**config.mk**
```make
export PLATFORM = sky130hd
export DESIGN_NAME = lane_tx_scheduler
export DESIGN_NICKNAME = d
export VERILOG_FILES = /design/src/rtl/phy_pkg.sv /design/src/rtl/lane_tx_scheduler_lane_fifo.sv /design/src/rtl/lane_tx_scheduler.sv
export SDC_FILE = /design/constraint.sdc
export NUM_CORES = 1
export LEC_CHECK = 0
export ABC_AREA = 1
export CAP_MARGIN = 10
export CORE_MARGIN = 2
export CORE_UTILIZATION = 45
export DETAILED_ROUTE_END_ITERATION = 10
export GPL_TIMING_DRIVEN = 0
export SYNTH_ARGS = -nofsm -noshare
export SYNTH_HDL_FRONTEND = slang
export SYNTH_HIERARCHICAL = 1
export SYNTH_SLANG_ARGS = --single-unit
export TNS_END_PERCENT = 5
```
**constraint.sdc**
```tcl
create_clock -name clk_4f -period 5.55 [get_ports clk_4f]
set_input_delay 0.8325 -clock clk_4f [delete_from_list [all_inputs] [get_ports clk_4f]]
set_output_delay 0.8325 -clock clk_4f [all_outputs]
set_load 0.05 [all_outputs]
```
**src/rtl/phy_pkg.sv**
```systemverilog
// Shared definitions for the two-lane PHY transmit path: comma symbol, scheduler states, lane index.
// No logic; no latency; no backpressure.
// Imported by lane_fifo and lane_tx_scheduler.
package phy_pkg;
  localparam logic [7:0] COMMA = 8'hBC;

  typedef enum logic {SYNC, ACTIVE} sched_state_t;

  typedef logic lane_t;
endpackage

```
**src/rtl/lane_tx_scheduler_lane_fifo.sv**
```systemverilog
// Per-lane synchronous byte FIFO with a registered ready flag.
// Latency: a pushed byte is visible at pop_dat (empty=0) after the push edge.
// Backpressure: ready is registered from the count, so a push into a full FIFO is refused even on a pop edge.
module lane_fifo
  import phy_pkg::*;
#(
  parameter int DEPTH = 4
) (
  input  logic       clk_4f,
  input  logic       reset,
  input  logic       push,
  input  logic [7:0] push_dat,
  input  logic       pop,
  output logic [7:0] pop_dat,
  output logic       empty,
  output logic       ready
);
  localparam int AW = $clog2(DEPTH);

  logic [7:0]    mem [DEPTH];
  logic [AW-1:0] wr_ptr;
  logic [AW-1:0] rd_ptr;
  logic [AW:0]   count;
  logic [AW:0]   count_nxt;
  logic          do_push;
  logic          do_pop;

  assign do_push   = push && ready;
  assign do_pop    = pop && !empty;
  assign empty     = (count == '0);
  assign pop_dat   = mem[rd_ptr];
  assign count_nxt = count + {{AW{1'b0}}, do_push} - {{AW{1'b0}}, do_pop};

  // Storage carries no reset; the pointers and count define what is live.
  always_ff @(posedge clk_4f) begin
    if (do_push) mem[wr_ptr] <= push_dat;
  end

  always_ff @(posedge clk_4f or posedge reset) begin
    if (reset) begin
      wr_ptr <= '0;
      rd_ptr <= '0;
      count  <= '0;
      ready  <= 1'b0;
    end else begin
      if (do_push) wr_ptr <= wr_ptr + 1'b1;
      if (do_pop)  rd_ptr <= rd_ptr + 1'b1;
      count <= count_nxt;
      ready <= (count_nxt < (AW+1)'(DEPTH));
    end
  end
endmodule

```
**src/rtl/lane_tx_scheduler.sv**
```systemverilog
// Two-lane round-robin merge onto one byte channel with comma idle fill and post-reset sync preamble.
// Latency: 2 edges from push into an empty FIFO to data_out; optional PERIODIC_COMMA_EN forces periodic commas.
// Backpressure: per-lane ready from the FIFOs; refused bytes set sticky overflow; output never stalls.
module lane_tx_scheduler
  import phy_pkg::*;
#(
  parameter int FIFO_DEPTH   = 4,
  parameter int SYNC_COMMAS  = 4,
  parameter int COMMA_PERIOD = 64
) (
  input  logic       clk_4f,
  input  logic       reset,
  input  logic [7:0] data_in0,
  input  logic       valid_in0,
  output logic       ready_in0,
  input  logic [7:0] data_in1,
  input  logic       valid_in1,
  output logic       ready_in1,
  output logic [7:0] data_out,
  output logic       valid_out,
  output logic       lane_out,
  output logic       synced,
  output logic       overflow0,
  output logic       overflow1
);
  localparam int SCW = $clog2(SYNC_COMMAS + 1);

  sched_state_t   state;
  logic [SCW-1:0] sync_cnt;
  lane_t          last_grant;
  lane_t          grant;
  logic           grant_vld;
  logic           force_comma;
  logic           empty0, empty1;
  logic [7:0]     pop_dat0, pop_dat1;
  logic           s1_vld;
  logic [7:0]     s1_dat;
  lane_t          s1_lane;

  lane_fifo #(.DEPTH(FIFO_DEPTH)) u_fifo0 (
    .clk_4f   (clk_4f),
    .reset    (reset),
    .push     (valid_in0),
    .push_dat (data_in0),
    .pop      (grant_vld && (grant == 1'b0)),
    .pop_dat  (pop_dat0),
    .empty    (empty0),
    .ready    (ready_in0)
  );

  lane_fifo #(.DEPTH(FIFO_DEPTH)) u_fifo1 (
    .clk_4f   (clk_4f),
    .reset    (reset),
    .push     (valid_in1),
    .push_dat (data_in1),
    .pop      (grant_vld && (grant == 1'b1)),
    .pop_dat  (pop_dat1),
    .empty    (empty1),
    .ready    (ready_in1)
  );

`ifdef PERIODIC_COMMA_EN
  localparam int PCW = $clog2(COMMA_PERIOD + 1);
  logic [PCW-1:0] slot_cnt;

  assign force_comma = (state == ACTIVE) && (slot_cnt == PCW'(COMMA_PERIOD - 1));

  always_ff @(posedge clk_4f or posedge reset) begin
    if (reset)               slot_cnt <= '0;
    else if (state == SYNC)  slot_cnt <= '0;
    else if (force_comma)    slot_cnt <= '0;
    else                     slot_cnt <= slot_cnt + 1'b1;
  end
`else
  assign force_comma = 1'b0;
`endif

  always_comb begin
    grant_vld = 1'b0;
    grant     = last_grant;
    if (state == ACTIVE && !force_comma) begin
      if (!empty0 && !empty1) begin
        grant_vld = 1'b1;
        grant     = ~last_grant;
      end else if (!empty0) begin
        grant_vld = 1'b1;
        grant     = 1'b0;
      end else if (!empty1) begin
        grant_vld = 1'b1;
        grant     = 1'b1;
      end
    end
  end

  // Grant/pop stage feeds a second register stage that drives the serializer.
  always_ff @(posedge clk_4f or posedge reset) begin
    if (reset) begin
      state      <= SYNC;
      sync_cnt   <= '0;
      synced     <= 1'b0;
      last_grant <= 1'b1;
      s1_vld     <= 1'b0;
      s1_dat     <= COMMA;
      s1_lane    <= 1'b0;
      data_out   <= COMMA;
      valid_out  <= 1'b0;
      lane_out   <= 1'b0;
      overflow0  <= 1'b0;
      overflow1  <= 1'b0;
    end else begin
      if (state == SYNC) begin
        if (sync_cnt == SCW'(SYNC_COMMAS - 1)) begin
          state  <= ACTIVE;
          synced <= 1'b1;
        end else begin
          sync_cnt <= sync_cnt + 1'b1;
        end
      end
      s1_vld <= grant_vld;
      if (grant_vld) begin
        last_grant <= grant;
        s1_dat     <= (grant == 1'b1) ? pop_dat1 : pop_dat0;
        s1_lane    <= grant;
      end
      data_out  <= s1_vld ? s1_dat : COMMA;
      valid_out <= s1_vld;
      if (s1_vld) lane_out <= s1_lane;
      overflow0 <= overflow0 | (valid_in0 & ~ready_in0);
      overflow1 <= overflow1 | (valid_in1 & ~ready_in1);
    end
  end
endmodule
```
==> reports/qor.txt, run 1 <==
Initial Util = 0.4595
Worst path cell trace = nor2_1, nand2_1, inv_1, inv_1, nand2_1, nand2_1, nand2_4, inv_2, nor2_1, nand2_1, inv_1, ha_1, inv_1, ha_1, inv_1, fa_1, inv_1, nand2_1, nand2_1
Detail Placement HPWL = 5688 um
Post-DR wirelength/cell = 12.62 um
Nets = 535
DRT iter0 DRCs = 117
Core area = 10280 um2
Port-buffer cells = 34
Top cell type's share of synthesized area = 0.4070
Final setup viols = 0
Die area = 11330 um2
Syn Inst Count = 454
Clock period minus final worst setup slack = 2.655 ns
Num CTS Buffers = 9
Reg2Reg Capture Point = u_fifo0/count[2]
Worst EP arrival = 2.97 ns
Cell accounting for the most synthesized area = edfxtp_1
Comb pwr share = 0.420
Slowest CP cell = dfrtp_1
Layout Cells excl Fill = 640
Worst R2R Setup Slack = 2.89 ns
Worst Hold End = valid_out
TritonRoute pass-1 iters = 4
Final period util = 0.4784
Drt drc = 0
Placed cell count = 624
Asr flop ratio synth = 0.4074
Pwr per Cell Area = 536.8 nW/um2
RSZ-0062 raised after global routing = no
H-tree depth = 3
Outcome = finished, final reports clean
CTS sink count = 108
Top cells by area, synth = edfxtp_1 41%, dfrtp_1 17%, nand2_1 9.4%
Number of global-route vias before repair = 2922
Clk Latency, worst-skew pair = 0.36 ns
Setup TNS = 0 ns
Resized Gates After CTS = 0
Avg Cell Area, Syn = 10.40 um2
Worst slew margin = 0.2721
Core Util, Final = 0.5308
Top delay family on crit path = simple AND/OR/NAND/NOR gates
Worst R2R Start = u_fifo1/count[1]
Detailed-route via count = 2893
Fraction of power consumed by sequential logic = 0.402
ANT nets after route = 0
CP max stage delay = 0.43 ns
CTS tree = yes
HP Start = s1_vld
Die W = 106.4 um
Hold-critical path depth = 0
Max-cap violations = 0
Worst setup SP type = flop
Layout Skew = 0.009598 ns
HP Class = flop to flop
Clk pwr share = 0.178
CTS root buf = clkbuf_8
Clk buf depth = 2
Worst hold slack = 0.3785 ns
Switching share of power = 0.3941
R2R depth = 19
Global-route usage over all layers = 0.1599
Number of flops mapped to enable cells by yosys = 64
F_max = 376.6 MHz
Critical path buffers and inverters = 7
Register area share after synthesis = 0.6431
Setup CP Type = flop to flop
CP max FO = 9
Type of destination of the critical path = flop
P_int = 1.774 mW
Largest net degree at the start of global routing = 29
Number of antenna diodes = 0
Synth unique cells = 25
Final instance area = 5455 um2
Initial antenna violation count = 0
Via-to-Cell Ratio = 4.520
Post-DP Area = 5233 um2
Leakage = 2.465 nW
Total grt overflow = 0
Final Hold Violating Endpoints = 0
First-pass GRT wire length = 13810 um
P_sw = 1.154 mW
P&R area growth vs syn = 15.53%
Chip height = 106.4 um
I/O pin count = 35
Hold Buf Count CTS = 0
Mapped Area = 4722 um2
Syn_nets = 490
Slew Viols, Final = 0
WL final = 8077 um
YS warnings = 6
Worst Path Required = 5.86 ns
Peak VDD IR = 0.2457 mV
Layout cells sized above 1 = 0.1210
Rows = 37
Clock Pin Slew Worst Setup and Hold Paths = 0.10 ns
Most frequent cells in the layout = 118 x nand2_1, 77 x inv_1, 64 x edfxtp_1
Slew @ Worst Pin = 1.091 ns
GP Congestion = 0.7802
Post-synthesis register bit count = 108
Setup bufs post-CTS = 0
Prevailing post-synth register cell = edfxtp_1
Commonest non-fill, non-tap cell in the layout = nand2_1
[layer usage]
layer / up-vias / part of all wire / GRT usage
li1: 1504 / - / -
met1: 1336 / 0.45 / 0.2086
met2: 47 / 0.50 / 0.2628
met3: 6 / 0.039 / 0.04414
met4: 0 / 0.0083 / 0.04638
met5: - / 0 / 0
[through the flow]
step           setup WS (ns)  power, mW
3_5_place_dp           2.767      2.439
2_1_floorplan          3.205      2.106
6_report               2.895      2.928
3_3_place_gp           2.791      2.400
4_1_cts                2.889      2.968
5_1_grt                2.623      3.189
[logic make-up after synthesis]
logic type                 after synthesis  synth area share
AOI/OAI and AO/OA                       38           0.04213
xor gates and xnor gates                 3          0.005565
adders and majority gates               16           0.04558
buffers and inverters                   92           0.08612
DFF                                    108            0.6431
muxes                                    1          0.002385
and+or+nand+nor                        196            0.1751
[power by group through the flow]
stage	clock [mW]	sequential, mW	combinational [mW]
global route	0.576	1.20	1.42
detailed placement	0	1.20	1.24
finish	0.522	1.18	1.23
global placement	0	1.19	1.21
CTS	0.540	1.18	1.25
floorplan	0	1.33	0.777
[cell usage after synthesis, types with 2 or more instances]
master	number
o21ai_1	22
inv_2	5
inv_1	77
nand2_2	9
nor2_2	6
buf_6	7
o21bai_1	2
ha_1	14
fa_1	2
edfxtp_1	64
dfstp_2	11
o21ai_0	11
dfrtp_1	33
nor2_1	40
nand2_1	118
a21oi_1	2
nand3_1	20
buf_4	2
xor2_1	3
[layout make-up]
type,instances,area [um2]
plain buffers,10,98.84
clock buffers,9,123.9
clock inverters,7,98.84
fillers,965,4822
inverters,82,307.8
multi-input cells,254,1279
flip-flops and latches,108,3037
well taps,136,170.2
repair buffers,34,340.3
[flip-flops by register name (all words and copies together) (netlist names), 2 cells and up]
name            flops
u_fifo1/count       3
u_fifo0/count       3
u_fifo0/rd_ptr      2
u_fifo1/wr_ptr      2
s1_dat              8
u_fifo1/rd_ptr      2
sync_cnt            3
u_fifo1/mem        32
u_fifo0/mem        32
u_fifo0/wr_ptr      2
data_out            8
[worst max-delay path by stage]
stage,startpoint,cells after the start,slack [ns],endpoint
after global placement,valid_in0,10,2.79,u_fifo0/count[2]
after detailed placement,valid_in0,10,2.77,u_fifo0/count[2]
after floorplan,u_fifo1/count[1],19,3.21,u_fifo0/count[2]
final,u_fifo1/count[1],19,2.89,u_fifo0/count[2]
after global routing,u_fifo1/count[1],19,2.62,u_fifo0/ready
after CTS,u_fifo1/count[1],19,2.89,u_fifo0/count[2]
(Power assumes the default switching activity.)
==> run 2: changes to the inputs <==
Clock period 5.55 ns to 2.8 ns, I/O delays scaled along.
==> reports/qor.txt, run 2 (synthesized netlist as in run 1, its figures left out) <==
Worst slew margin = 0.2729
Final setup viols = 0
Die W = 106.4 um
Setup TNS = 0 ns
Clock Pin Slew Worst Setup and Hold Paths = 0.10 ns
Slew Viols, Final = 0
Nets = 537
Registers with the most flip-flops = u_fifo0/mem (32), u_fifo1/mem (32)
Switching share of power = 0.3944
Commonest non-fill, non-tap cell in the layout = nand2_1
HP Class = input pin to asynchronous set/reset pin
Clock period minus final worst setup slack = 2.579 ns
ANT nets after route = 0
Top delay family on crit path = simple AND/OR/NAND/NOR gates
Fillers = 963
Total grt overflow = 0
Worst setup SP type = flop
Number of global-route vias before repair = 2922
Chip height = 106.4 um
Peak VDD IR = 0.4871 mV
Most frequent cells in the layout = 117 x nand2_1, 76 x inv_1, 64 x edfxtp_1
Initial antenna violation count = 0
Clk Latency, worst-skew pair = 0.36 ns
Worst R2R Setup Slack = 0.22 ns
Outcome = finished, final reports clean
Largest net degree at the start of global routing = 29
Critical path buffers and inverters = 7
Global-route usage over all layers = 0.1599
Post-DR wirelength/cell = 12.69 um
GP Congestion = 0.7802
Worst path cell trace = nor2_1, nand2_1, inv_1, inv_1, nand3_4, nand2_4, inv_2, nor2_2, nand2_1, inv_1, ha_1, inv_1, ha_1, inv_1, fa_1, inv_1, nand2_1, nand2_1
Leakage = 2.473 nW
Pwr per Cell Area = 1067 nW/um2
CTS sink count = 108
P_int = 3.538 mW
Worst Path Required = 3.11 ns
Drt drc = 0
TritonRoute pass-1 iters = 4
Layout cells sized above 1 = 0.1304
Worst hold slack = 0.3604 ns
Final period util = 0.9211
Clk pwr share = 0.177
CTS root buf = clkbuf_8
R2R depth = 18
Tot Pwr = 5.842 mW
Max-cap violations = 0
Setup CP Type = flop to flop
Via-to-Cell Ratio = 4.508
Comb pwr share = 0.424
Final Hold Violating Endpoints = 0
Reg2Reg Capture Point = u_fifo0/count[2]
Top cell by count, worst path = inv_1
Detail Placement HPWL = 5688 um
I/O pin count = 35
Rows = 37
Slew @ Worst Pin = 1.089 ns
Placed cell count = 624
First-pass GRT wire length = 13810 um
F_max = 387.8 MHz
Clk buf depth = 2
Layout Skew = 0.009916 ns
Detailed-route via count = 2894
H-tree depth = 3
Core area = 10280 um2
Worst EP arrival = 2.89 ns
DRT iter0 DRCs = 106
Slowest CP cell = dfrtp_1
Die area = 11330 um2
Type of destination of the critical path = flop
Initial Util = 0.4595
Num CTS Buffers = 9
CTS tree = yes
P&R area growth vs syn = 15.95%
Port-buffer cells = 34
WL final = 8148 um
CP max FO = 10
Worst R2R Start = u_fifo0/count[1]
P_sw = 2.304 mW
Layout Cells excl Fill = 642
Number of antenna diodes = 0
Fraction of power consumed by sequential logic = 0.399
CP max stage delay = 0.39 ns
## run 2: cell count changes in the layout (fill, tap and decap cells not counted), sizes merged
| cell | change |
|---|---|
| buf | +2 |
## run 2: stage by stage
step                      cell area [um2]    util  setup slack, ns
after floorplan                      4722       -           0.4554
after global placement               5233  0.5091           0.2096
final                                5475  0.5327           0.2210
after detailed placement             5233  0.5091           0.1690
after CTS                            5455  0.5308           0.1388
after global routing                 5475  0.5327        -0.006652
## run 2: area by class of cell
class                           instances  area, um2  share of cell area
Buffer                                 10      98.84             0.01805
Clock buffer                            9      123.9             0.02262
Clock inverter                          7      98.84             0.01805
Inverter                               82      307.8             0.05622
Multi-Input combinational cell        254       1284              0.2345
Sequential cell                       108       3037              0.5546
Tap cell                              136      170.2             0.03108
Timing Repair Buffer                   36      355.3             0.06490
## run 2: per-layer routing
layer	part of all wire	up-vias	wire length, um	GRT usage
met4	0.010	0	83	0.04638
met3	0.036	8	297	0.04414
met2	0.50	50	4086	0.2628
met1	0.45	1329	3680	0.2086
met5	0	-	0	0
li1	-	1507	-	-
## run 2: how the worst max path moves through the flow
stage,startpoint,to,slack [ns],cells after the start
final,u_fifo0/count[1],u_fifo0/count[2],0.22,18
after global routing,u_fifo0/count[1],u_fifo0/ready,-0.007,18
after CTS,u_fifo1/count[1],u_fifo0/count[2],0.14,19
after detailed placement,u_fifo1/count[1],u_fifo0/count[2],0.17,19
after global placement,u_fifo1/count[1],u_fifo0/count[2],0.21,19
after floorplan,u_fifo1/count[1],u_fifo0/count[2],0.46,19
## run 2: timing repair
item                                   CTS  global route
setup buffers                            0             2
gates resized for setup                  0             3
endpoints found under the hold margin    0             0
hold buffers                             0             0
setup endpoints to repair                0             3
## run 2: power groups by stage
stage | clock network [mW] | registers, mW | logic [mW]
final | 1.03 | 2.33 | 2.48
after CTS | 1.07 | 2.34 | 2.47
after detailed placement | 0 | 2.37 | 2.46
after floorplan | 0 | 2.63 | 1.54
after global placement | 0 | 2.36 | 2.40
after global routing | 1.14 | 2.37 | 2.85
==> run 3: changes to the inputs <==
Settings changed: ABC_AREA 1 to unset.
==> reports/qor.txt, run 3 <==
Num CTS Buffers = 9
Clock period minus final worst setup slack = 2.631 ns
Number of flops mapped to enable cells by yosys = 64
Nets = 321
Final period util = 0.9398
P&R area growth vs syn = 17.58%
Cell accounting for the most synthesized area = edfxtp_1
Syn_nets = 272
DRT iter0 DRCs = 67
Top cells by area, synth = edfxtp_1 45%, dfrtp_1 19%, mux4_2 8.5%
Number of antenna diodes = 0
Rows = 35
WL final = 6922 um
Fillers = 752
Core area = 9196 um2
Drt drc = 0
GP Congestion = 0.6749
Mapped Area = 4264 um2
Reg2Reg Capture Point = u_fifo1/ready
Worst Path Required = 3.03 ns
Syn Inst Count = 236
TritonRoute pass-1 iters = 4
I/O pin count = 35
Worst slew margin = 0.3254
Worst EP arrival = 2.87 ns
Number of global-route vias before repair = 2131
Hold Buf Count CTS = 0
Asr flop ratio synth = 0.4074
Final Hold Violating Endpoints = 0
Chip height = 101.3 um
Avg Cell Area, Syn = 18.07 um2
Initial antenna violation count = 0
Worst R2R Setup Slack = 0.17 ns
Max-cap violations = 0
Top cell type's share of synthesized area = 0.4507
R2R depth = 12
First-pass GRT wire length = 11520 um
Core Util, Final = 0.5452
H-tree depth = 3
Setup CP Type = flop to flop
Tot Pwr = 5.498 mW
Global-route usage over all layers = 0.1542
HP Class = input pin to asynchronous set/reset pin
Register area share after synthesis = 0.7121
ANT nets after route = 0
Leakage = 1.886 nW
CTS sink count = 108
Peak VDD IR = 0.4661 mV
Detailed-route via count = 2024
Largest net degree at the start of global routing = 29
Worst setup SP type = flop
Count leader, synth = edfxtp_1
Clock Pin Slew Worst Setup and Hold Paths = 0.11 ns
Most frequent cells in the layout = 64 x edfxtp_1, 34 x clkdlybuf4s50_1, 31 x dfrtp_1
Via-to-Cell Ratio = 5.047
Port-buffer cells = 34
Post-DR wirelength/cell = 17.26 um
Total grt overflow = 0
Outcome = finished, final reports clean
Prevailing post-synth register cell = edfxtp_1
Synth unique cells = 28
Clk buf depth = 2
RSZ-0062 raised after global routing = yes
YS warnings = 6
CP max FO = 6
Post-synthesis register bit count = 108
Pwr per Cell Area = 1097 nW/um2
Register area = 3039 um2
Registers with the most flip-flops = u_fifo0/mem (32), u_fifo1/mem (32)
Initial Util = 0.4637
F_max = 380.0 MHz
Multi-input gate area = 1161 um2
Slew @ Worst Pin = 1.011 ns
Worst R2R Start = u_fifo0/count[1]
Layout Skew = 0.01449 ns
Slew Viols, Final = 0
Clk Latency, worst-skew pair = 0.36 ns
Layout cells sized above 1 = 0.2172
Detail Placement HPWL = 4736 um
Top cells by count, synth = 64 x edfxtp_1, 33 x dfrtp_1, 21 x inv_1
Die area = 10270 um2
CTS root buf = clkbuf_8
Type of destination of the critical path = flop
Final setup viols = 0
Setup TNS = 0 ns
Die W = 101.3 um
Commonest non-fill, non-tap cell in the layout = edfxtp_1
CTS tree = yes
Worst hold slack = 0.4224 ns
[run 3: cell types whose count changed in the layout (fill, tap and decap cells not counted), sizes merged, moves of 10 or more]
cell   previous run  this run
nor2             47         4
mux4              0        16
o21ai            33         0
xnor2             0        10
nand3            21         0
inv              83        25
nand2           128         3
[run 3: what timing repair did]
| action | 4_1_cts | 5_1_grt |
|---|---|---|
| buffers inserted | 2 | 2 |
| endpoints found under the setup margin | 6 | 4 |
| gates resized for setup | 3 | 6 |
| pin swaps | 2 | 1 |
[run 3: worst max-delay path: stages, from the launching register on]
cell	delay, ns
dfrtp_2	0.50
nor3_4	0.24
inv_1	0.09
a211oi_4	0.26
o31ai_1	0.15
inv_1	0.08
ha_1	0.22
inv_1	0.06
ha_1	0.13
inv_1	0.05
fa_1	0.41
xnor2_2	0.17
xor2_1	0.15
[run 3: worst max path at each step]
stage	start	endpoint	slack (ns)	depth (start not counted)
3_5_place_dp	u_fifo0/count[1]	u_fifo1/ready	-0.34	12
2_1_floorplan	u_fifo0/count[1]	u_fifo1/ready	0.02	12
3_3_place_gp	u_fifo0/count[1]	u_fifo1/ready	-0.30	12
4_1_cts	u_fifo0/count[1]	u_fifo0/ready	0.003	12
6_report	u_fifo0/count[1]	u_fifo1/ready	0.17	12
5_1_grt	u_fifo0/count[1]	u_fifo1/ready	-0.005	12
[run 3: per-stage QoR]
stage	worst slack, ns	area, um2	cells
final	0.1686	5014	401
after global routing	-0.005480	5014	401
after CTS	0.002629	4972	399
after detailed placement	-0.3448	4748	381
after global placement	-0.2978	4748	381
after floorplan	0.01516	4269	236
[run 3: logic make-up (layout without fill, tap and decap cells)]
group | count (synthesis) | after routing | share of synthesized area
flops | 108 | 108 | 0.7121
simple gates | 34 | 34 | 0.04578
buf+inv | 25 | 79 | 0.02612
compound gates | 20 | 20 | 0.04372
mux | 20 | 20 | 0.09507
fa+ha+maj | 16 | 16 | 0.05047
xor+xnor | 13 | 13 | 0.02670
[run 3: routing by layer]
layer,GRT usage,up-vias,routed length (um)
met5,0,-,0
met4,0.06237,0,53
met3,0.03037,5,209
met2,0.2333,33,3318
met1,0.2222,1014,3341
li1,-,972,-
[run 3: final cells by class]
type | instances | share of cell area
repair buffers | 38 | 0.07387
plain buffers | 4 | 0.006489
clock inverters | 5 | 0.008236
flip-flops and latches | 108 | 0.6062
well taps | 111 | 0.02770
multi-input cells | 103 | 0.2316
inverters | 21 | 0.01572
clock buffers | 11 | 0.03020
[run 3: power breakdown]
group / switching, mW / internal, mW / total (mW)
logic: 1.13 / 1.02 / 2.15
registers: 0.261 / 2.19 / 2.45
clock network: 0.514 / 0.385 / 0.898
total: 1.91 / 3.59 / 5.50
